`src/rtl/serial_pkg.sv`:
```
// serial_pkg: shared state encoding and line levels for the serial transmitter
package serial_pkg;
  typedef enum logic [2:0] {IDLE, START, DATA, PARITY, STOP} tx_state_t;
  localparam int DATA_BITS = 8;
  localparam logic START_LVL = 1'b0;
  localparam logic STOP_LVL = 1'b1;
  localparam logic IDLE_LVL = 1'b1;
endpackage

```
`src/rtl/serial_tx_if.sv`:
```
// serial_tx_if: byte handshake in, serial line and status out
interface serial_tx_if;
  logic [7:0] data;
  logic data_valid;
  logic data_ready;
  logic tx;
  logic busy;
  logic done;
  modport master (output data, data_valid, input data_ready, tx, busy, done);
  modport slave (input data, data_valid, output data_ready, tx, busy, done);
endinterface

```
`src/rtl/bit_timer.sv`:
```
// bit_timer: divides clk into bit periods, pulsing bit_end_o on the last cycle of each bit
module bit_timer #(
  parameter int CLKS_PER_BIT = 16
) (
  input  logic clk,
  input  logic reset,
  input  logic clear_i,
  input  logic enable_i,
  output logic bit_end_o
);
  localparam int W = $clog2(CLKS_PER_BIT);
  localparam logic [W-1:0] LAST = W'(CLKS_PER_BIT - 1);
  logic [W-1:0] cnt_q, cnt_d;
  assign bit_end_o = enable_i && cnt_q == LAST;
  // Count 0..CLKS_PER_BIT-1 while enabled, wrapping at each bit boundary
  always_comb cnt_d = clear_i ? '0 : !enable_i ? cnt_q : bit_end_o ? '0 : cnt_q + 1'b1;
  // Counter register
  always_ff @(posedge clk)
    if (reset) cnt_q <= '0;
    else cnt_q <= cnt_d;
endmodule

```
`src/rtl/serial_tx.sv`:
```
// serial_tx: UART-style byte transmitter; define SERIAL_TX_PARITY_EN to add an even-parity bit
module serial_tx import serial_pkg::*; #(
  parameter int CLKS_PER_BIT = 16
) (
  input logic clk,
  input logic reset,
  serial_tx_if.slave bus
);
  if (CLKS_PER_BIT < 2) begin : g_chk
    $error("serial_tx: CLKS_PER_BIT must be at least 2");
  end
  tx_state_t state_q, state_d;
  logic [7:0] shift_q, shift_d;
  logic [2:0] idx_q, idx_d;
  logic tx_q, tx_d, ready_q, ready_d, busy_q, busy_d, done_q, done_d;
  logic hs, bit_end;
`ifdef SERIAL_TX_PARITY_EN
  logic par_q, par_d;
`endif
  assign hs = bus.data_valid && ready_q;
  assign bus.tx = tx_q;
  assign bus.data_ready = ready_q;
  assign bus.busy = busy_q;
  assign bus.done = done_q;
  bit_timer #(.CLKS_PER_BIT(CLKS_PER_BIT)) u_timer (
    .clk(clk),
    .reset(reset),
    .clear_i(hs),
    .enable_i(state_q != IDLE),
    .bit_end_o(bit_end)
  );
  // State, datapath and registered outputs
  always_ff @(posedge clk)
    if (reset) begin
      state_q <= IDLE;
      shift_q <= '0;
      idx_q <= '0;
      tx_q <= IDLE_LVL;
      ready_q <= 1'b1;
      busy_q <= 1'b0;
      done_q <= 1'b0;
`ifdef SERIAL_TX_PARITY_EN
      par_q <= 1'b0;
`endif
    end else begin
      state_q <= state_d;
      shift_q <= shift_d;
      idx_q <= idx_d;
      tx_q <= tx_d;
      ready_q <= ready_d;
      busy_q <= busy_d;
      done_q <= done_d;
`ifdef SERIAL_TX_PARITY_EN
      par_q <= par_d;
`endif
    end
  // Frame sequencing: latch on handshake, advance one state per bit period
  always_comb begin
    state_d = state_q;
    shift_d = shift_q;
    idx_d = idx_q;
`ifdef SERIAL_TX_PARITY_EN
    par_d = par_q;
`endif
    unique case (state_q)
      IDLE: if (hs) begin
        state_d = START;
        shift_d = bus.data;
        idx_d = '0;
`ifdef SERIAL_TX_PARITY_EN
        par_d = ^bus.data;
`endif
      end
      START: if (bit_end) state_d = DATA;
      DATA: if (bit_end) begin
        shift_d = shift_q >> 1;
        idx_d = idx_q + 1'b1;
`ifdef SERIAL_TX_PARITY_EN
        if (idx_q == 3'(DATA_BITS - 1)) state_d = PARITY;
`else
        if (idx_q == 3'(DATA_BITS - 1)) state_d = STOP;
`endif
      end
`ifdef SERIAL_TX_PARITY_EN
      PARITY: if (bit_end) state_d = STOP;
`endif
      STOP: if (bit_end) state_d = IDLE;
      default: state_d = IDLE;
    endcase
  end
  // Outputs decoded from the next state so they register alongside it
  always_comb begin
    tx_d = state_d == START ? START_LVL :
           state_d == DATA ? shift_d[0] :
`ifdef SERIAL_TX_PARITY_EN
           state_d == PARITY ? par_d :
`endif
           state_d == STOP ? STOP_LVL : IDLE_LVL;
    ready_d = state_d == IDLE;
    busy_d = state_d != IDLE;
    done_d = state_q == STOP && state_d == IDLE;
  end
endmodule
```
`src/flat_wrapper.sv`:
```
// flat-port wrapper written by rule: the top's interface ports become plain ports
module serial_tx_flat import serial_pkg::*;
#(
  parameter int CLKS_PER_BIT = 16
)
  (clk, reset, bus_data, bus_data_valid, bus_data_ready, bus_tx, bus_busy, bus_done);
  serial_tx_if bus_i ();
  input logic clk;
  input logic reset;
  input wire logic [$bits(bus_i.data)-1:0] bus_data;
  input wire logic [$bits(bus_i.data_valid)-1:0] bus_data_valid;
  output wire logic [$bits(bus_i.data_ready)-1:0] bus_data_ready;
  output wire logic [$bits(bus_i.tx)-1:0] bus_tx;
  output wire logic [$bits(bus_i.busy)-1:0] bus_busy;
  output wire logic [$bits(bus_i.done)-1:0] bus_done;
  assign bus_i.data = bus_data;
  assign bus_i.data_valid = bus_data_valid;
  assign bus_data_ready = bus_i.data_ready;
  assign bus_tx = bus_i.tx;
  assign bus_busy = bus_i.busy;
  assign bus_done = bus_i.done;
  serial_tx #(.CLKS_PER_BIT(CLKS_PER_BIT)) u_core (.clk(clk), .reset(reset), .bus(bus_i));
endmodule
```
`config.mk`:
```
export PLATFORM = sky130hd
export DESIGN_NAME = serial_tx_flat
export DESIGN_NICKNAME = d
export VERILOG_FILES = /design/src/rtl/serial_pkg.sv /design/src/rtl/serial_tx_if.sv /design/src/rtl/bit_timer.sv /design/src/rtl/serial_tx.sv /design/src/flat_wrapper.sv
export SDC_FILE = /design/constraint.sdc
export NUM_CORES = 1
export LEC_CHECK = 0
export ABC_AREA = 1
export CAP_MARGIN = 15
export CORE_MARGIN = 8
export CORE_UTILIZATION = 59
export CTS_BUF_LIST = sky130_fd_sc_hd__clkbuf_8
export DETAILED_ROUTE_END_ITERATION = 8
export GPL_TIMING_DRIVEN = 0
export PLACE_DENSITY = 0.86
export SYNTH_ARGS = -nofsm -noshare
export SYNTH_HDL_FRONTEND = slang
export SYNTH_SLANG_ARGS = --single-unit
```
`constraint.sdc`:
```
create_clock -name clk -period 2.4 [get_ports clk]
set_clock_uncertainty 0.05 [all_clocks]
set_input_delay 0.48 -clock clk [delete_from_list [all_inputs] [get_ports clk]]
set_output_delay 0.48 -clock clk [all_outputs]
set_load 0.01 [all_outputs]
```
; ---- Word-level counts from Yosys, hierarchy flattened
; Index checks and enable logic that the tools add are counted.
[classes]
add_sub_neg = 2
n_mul = 0
n_div = 0
magnitude_cmp = 0
n_eq_ne = 9
shifts = 0
n_mux = 15
n_bitwise = 0
reduce_logical = 10
[ops]
columns = cell, count
row1 = $mux 3, 7
row2 = $mux 8, 2
row3 = $pmux 8 s2, 1
row4 = $pmux 3 s4, 1
row5 = $eq 3x1->1 const B, 2
row6 = $eq 3x2->1 const B, 2
row7 = $eq 3x3->1 const B, 2
row8 = $logic_not 3->1, 2
row9 = $pmux 3 s2, 1
row10 = $reduce_bool 3->1, 2
row11 = $add 4x1->4 const B, 1
row12 = $eq 4x4->1 const B, 1
row13 = $mux 4, 1
row14 = $ne 2x2->1 const B, 2
row15 = $add 3x1->3 const B, 1
row16 = $logic_and 1x1->1, 3
row17 = $reduce_and 3->1, 1
row18 = $mux 1, 2
row19 = $reduce_bool 2->1, 1
row20 = $reduce_or 2->1, 1
[word_totals]
reg_bits = 22
latch_bits = 0
ram_bits = 0
romBits = 0
input_bits = 11
out_inout_bits = 4
elab_cells = 45
memories = 0

; ---- Longest topological paths before layout
[depth]
depth_word = 7
mapped_depth = 10

; ---- Modules after synthesis
; Synthesis repeated with hierarchy kept, for this count alone.
[hier_totals]
cells_unflattened = 151
area_unflattened_um2 = 1076.0
[by_module_without_submodules]
columns = module, n_inst, cells_each, area_each_um2, seq_area_each_um2
row1 = serial_tx, 1, 122, 878.3, 360.3
row2 = bit_timer, 1, 29, 197.7, 80.1

; ---- Worst setup path after synthesis
; Ideal clock, no wire load.
[synth_path]
kind = reg-to-reg
startpoint = register u_core.u_timer.cnt_q[0]
endpoint = register u_core.idx_q[0]
arrival_time_ps = 1203
required_time_ps = 2222
path_slack_ps = 1020
path_stages_with_launch = 10
n_path_buf = 1
synth_period_minus_slack_ps = 1380
path_cell_list = dfxtp_1 ha_1 nand2_2 nor2_4 inv_1 nand2_1 nand2_1 buf_4 a21oi_1 nor2_1
[synth_between]
elab_chain_cells = 4
[synth_rtl]
columns = element, line
row1 = "start, declared", bit_timer.sv:13  ; logic [W-1:0] cnt_q, cnt_d;
row2 = "start signal, assigned", bit_timer.sv:20  ; else cnt_q <= cnt_d;
row3 = $eq 4x4->1, bit_timer.sv:14  ; assign bit_end_o = enable_i && cnt_q == LAST;
row4 = $logic_and 1x1->1, bit_timer.sv:14
row5 = $ne 2x2->1 (no line), n/a
row6 = $reduce_and 3->1 (no line), n/a
row7 = "end signal, assigned", serial_tx.sv:48  ; idx_q <= idx_d;
row8 = "end, declared", serial_tx.sv:14  ; logic [2:0] idx_q, idx_d;
; Every way passes these cells.
; A chain may end at the register's enable or synchronous reset.

; ---- Worst setup path in the final report
[layout_path]
startpoint = register u_core.ready_q (netlist: u_core.bus.data_ready)
endpoint = output port bus_data_ready
[layout_rtl]
columns = element, line
row1 = "start, declared", serial_tx.sv:15  ; logic tx_q, tx_d, ready_q, ready_d, busy_q, busy_d, done_q, done_d;
row2 = "start signal, assigned", serial_tx.sv:50  ; ready_q <= ready_d;
row3 = "end, declared", flat_wrapper.sv:12  ; output wire logic [$bits(bus_i.data_ready)-1:0] bus_data_ready;
; No word-level cell between the ends.

==> summary.md <==
| Metric | Value |
|---|---|
| Status | `completed` |
| Dominant cells by area after synthesis | `dfxtp_1 43%, nand2_1 12%, nand3_1 6.4%` |
| Crit path launch type | `flop` |
| DRC Markers | `0` |
| Worst Setup End Kind | `primary output` |
| Post-CTS sizing | `0` |
| WP data required | `1870 ps` |
| Layout Nets | `167` |
| Die Y | `57.6 µm` |
| Post-Syn Instances | `135` |
| # diodes | `0` |
| Int Power | `544 µW` |
| Seq pwr share | `55.0%` |
| Critical path startpoint | `u_core.bus.data_ready$_SDFF_PP1_` |
| Setup TNS | `0 ps` |
| Routed Antenna Nets | `0` |
| Root Buffer | `clkbuf_8` |
| Reg2Reg Depth | `9` |
| Setup slack, reg-to-reg | `830 ps` |
| Slowest cell on the critical path | `clkdlybuf4s50_1` |
| Max Fclk | `605 MHz` |
| R2R Path End | `u_core.idx_q[0]$_SDFFE_PP0P_` |
| Tmin final | `1650 ps` |
| # H-tree levels | `1` |
| Die area | `0.00331 mm²` |
| Clk buf depth | `2` |
| Core ar. | `0.00167 mm²` |
| CTS tree | `done` |
| Wire per inst | `12.1 µm` |
| Num CTS Buffers | `3` |
| CP Buf/Inv Count | `1` |
| Synth top area share | `43.2%` |
| Peak VDD IR | `0.368 mV` |
| Yosys reg bits | `22` |
| WHS | `418 ps` |
| Post-CTS setup buffer count | `0` |
| Clk pin slew, worst setup/hold paths | `70 ps` |
| Worst Setup EP | `bus_data_ready` |
| Cell taking the most area after synthesis | `dfxtp_1` |
| Clock sink count | `22` |
| Syn. warnings | `0` |
| Cell area after technology mapping | `0.00102 mm²` |
| Syn_nets | `149` |
| Sw power | `174 µW` |
| Total congestion overflow | `0` |
| Crit-path cells | `clkdlybuf4s50_1` |
| Top-Level Pins | `15` |
| Switching Share | `24.2%` |
| Sequential share of the synthesized area | `43.2%` |
| Largest net degree at the start of global routing | `12` |
| Row Count | `15` |
| Library cells used by synthesis | `22` |
| Max incr delay on CP | `540 ps` |
| First-pass GRT wire length | `3620 µm` |
| GRT Util Overall | `13.9%` |
| Initial antenna violation count | `0` |
| Setup violators final | `0` |
| Slack of the critical path | `748 ps` |
| RSZ-0062 raised after global routing | `no` |
| Worst-Margin Slew | `431 ps` |
| Buffers on Ports | `13` |
| WP depth | `1` |
| Combinational share of power | `14.6%` |
| P_leak | `0.489 nW` |
| Mean Syn Cell Area | `7.55 µm²` |
| Area grow syn2layout | `18.9%` |
| Clock share of power | `30.4%` |
| Final period util | `68.8%` |
| Power density cells | `592 mW/mm²` |
| Routed vias/inst | `5.43` |
| Worst path top cell family by delay | `buffers and inverters` |
| Cts-stage hold buffer count | `0` |
| CP arrival | `1120 ps` |
| Layout cell share with drive strength beyond 1 | `11.9%` |
| Slew Viols, Final | `0` |
| Final hold vios | `0` |
| Via count | `913` |
| Max-slew headroom | `71.3%` |
| Initial DRC Count | `24` |
| Worst hold path class | `flop to flop` |
| Crit Path Max Fanout | `2` |
| Max cap viols | `0` |
| GP Congestion | `0.784` |
| Fillers | `134` |
| CP Class | `flop to primary output` |
| DRT Pass-1 Iters | `4` |
| Vias in the first global route | `877` |
| Starting Density | `61.0%` |
| Worst skew pair latency | `250 ps` |
| Die Wd | `57.6 µm` |
| Worst reg2reg path startpoint | `u_core.u_timer.cnt_q[0]$_SDFFE_PP0N_` |
| Detail Placement HPWL | `1520 µm` |
| Pre-CTS setup slack | `538 ps` |
| Routed wire length | `2030 µm` |
[worst min-delay path by stage]
stage / depth (start not counted) / endpoint / slack [ps] / start
2_1_floorplan: 2 / u_core.shift_q[7]$_SDFFE_PP0P_ / 390 / u_core.shift_q[7]$_SDFFE_PP0P_
3_3_place_gp: 2 / u_core.idx_q[1]$_SDFFE_PP0P_ / 400 / u_core.idx_q[1]$_SDFFE_PP0P_
3_5_place_dp: 2 / u_core.shift_q[7]$_SDFFE_PP0P_ / 410 / u_core.shift_q[7]$_SDFFE_PP0P_
4_1_cts: 2 / u_core.idx_q[1]$_SDFFE_PP0P_ / 420 / u_core.idx_q[1]$_SDFFE_PP0P_
5_1_grt: 2 / u_core.idx_q[1]$_SDFFE_PP0P_ / 440 / u_core.idx_q[1]$_SDFFE_PP0P_
6_report: 2 / u_core.shift_q[7]$_SDFFE_PP0P_ / 420 / u_core.shift_q[7]$_SDFFE_PP0P_
[power by group through the flow]
stage,Sequential (mW),Combinational (mW),Clock [mW]
after detailed placement,0.403,0.106,0
after global routing,0.397,0.119,0.236
after global placement,0.402,0.103,0
final,0.395,0.104,0.218
after floorplan,0.404,0.0635,0
after CTS,0.395,0.106,0.225
[cells by family (layout without fill, tap and decap cells)]
logic type / after synthesis / in the layout / synth area share, %
adder cells (fa/ha/maj): 3 / 3 / 3.68
buffers and inverters: 19 / 35 / 8.83
AO/OA/AOI/OAI: 17 / 17 / 9.08
flip-flops: 22 / 22 / 43.2
AND/OR/NAND/NOR: 74 / 74 / 35.2
[cell type report]
cell class | count | area [µm²] | area share, %
plain buffers | 5 | 37.5 | 3.10
multi-input cells | 94 | 489 | 40.4
clock buffers | 3 | 41.3 | 3.41
repair buffers | 13 | 130 | 10.7
inverters | 14 | 52.6 | 4.33
flip-flops and latches | 22 | 440 | 36.3
well taps | 17 | 21.3 | 1.75
[synthesized netlist by cell type]
master and number:
nor2_1 11, a31oi_1 6, o21ai_0 2, nor2_2 1, nand2_1 32, buf_4 1
inv_2 3, nand2_2 3, clkbuf_1 2, nand3_2 1, nand4_1 4, a21oi_1 9
nand2_4 1, nand3_1 13, or2_1 1, dfxtp_1 22, buf_6 2, inv_1 11
ha_1 3, nor2_4 3, nor3_1 3, nor4_1 1
[flip-flops by register name, indices dropped and copies added, names as in the netlist]
signal                 cells
u_core.bus.busy            1
u_core.bus.data_ready      1
u_core.bus.done            1
u_core.bus.tx              1
u_core.idx_q               3
u_core.shift_q             8
u_core.state_q             3
u_core.u_timer.cnt_q       4
[per-stage QoR]
stage	total power [mW]	cell area, µm²	utilization [%]	instances
after floorplan	0.467	1020	-	135
after global placement	0.505	1170	70.1	165
after detailed placement	0.508	1170	70.1	165
after CTS	0.725	1210	72.6	168
after global routing	0.752	1210	72.6	168
final	0.718	1210	72.6	168
[cells in the final DEF, fill, tap and decap left out, drive strengths merged]
cell type      count
a21oi              9
nand4              4
a31oi              6
inv               14
nor4               1
nor2              15
clkdlybuf4s50     13
nand2             36
or2                1
clkbuf             5
ha                 3
o21ai              2
dfxtp             22
nor3               3
nand3             14
buf                3
[layer usage]
metal | share of wire (%) | GRT usage, %
met2 | 50 | 24.6
met5 | 0 | 0
met3 | 4.3 | 4.71
met1 | 45 | 14.6
met4 | 0.84 | 5.36
Note: power is estimated with default switching activity, not from simulation.
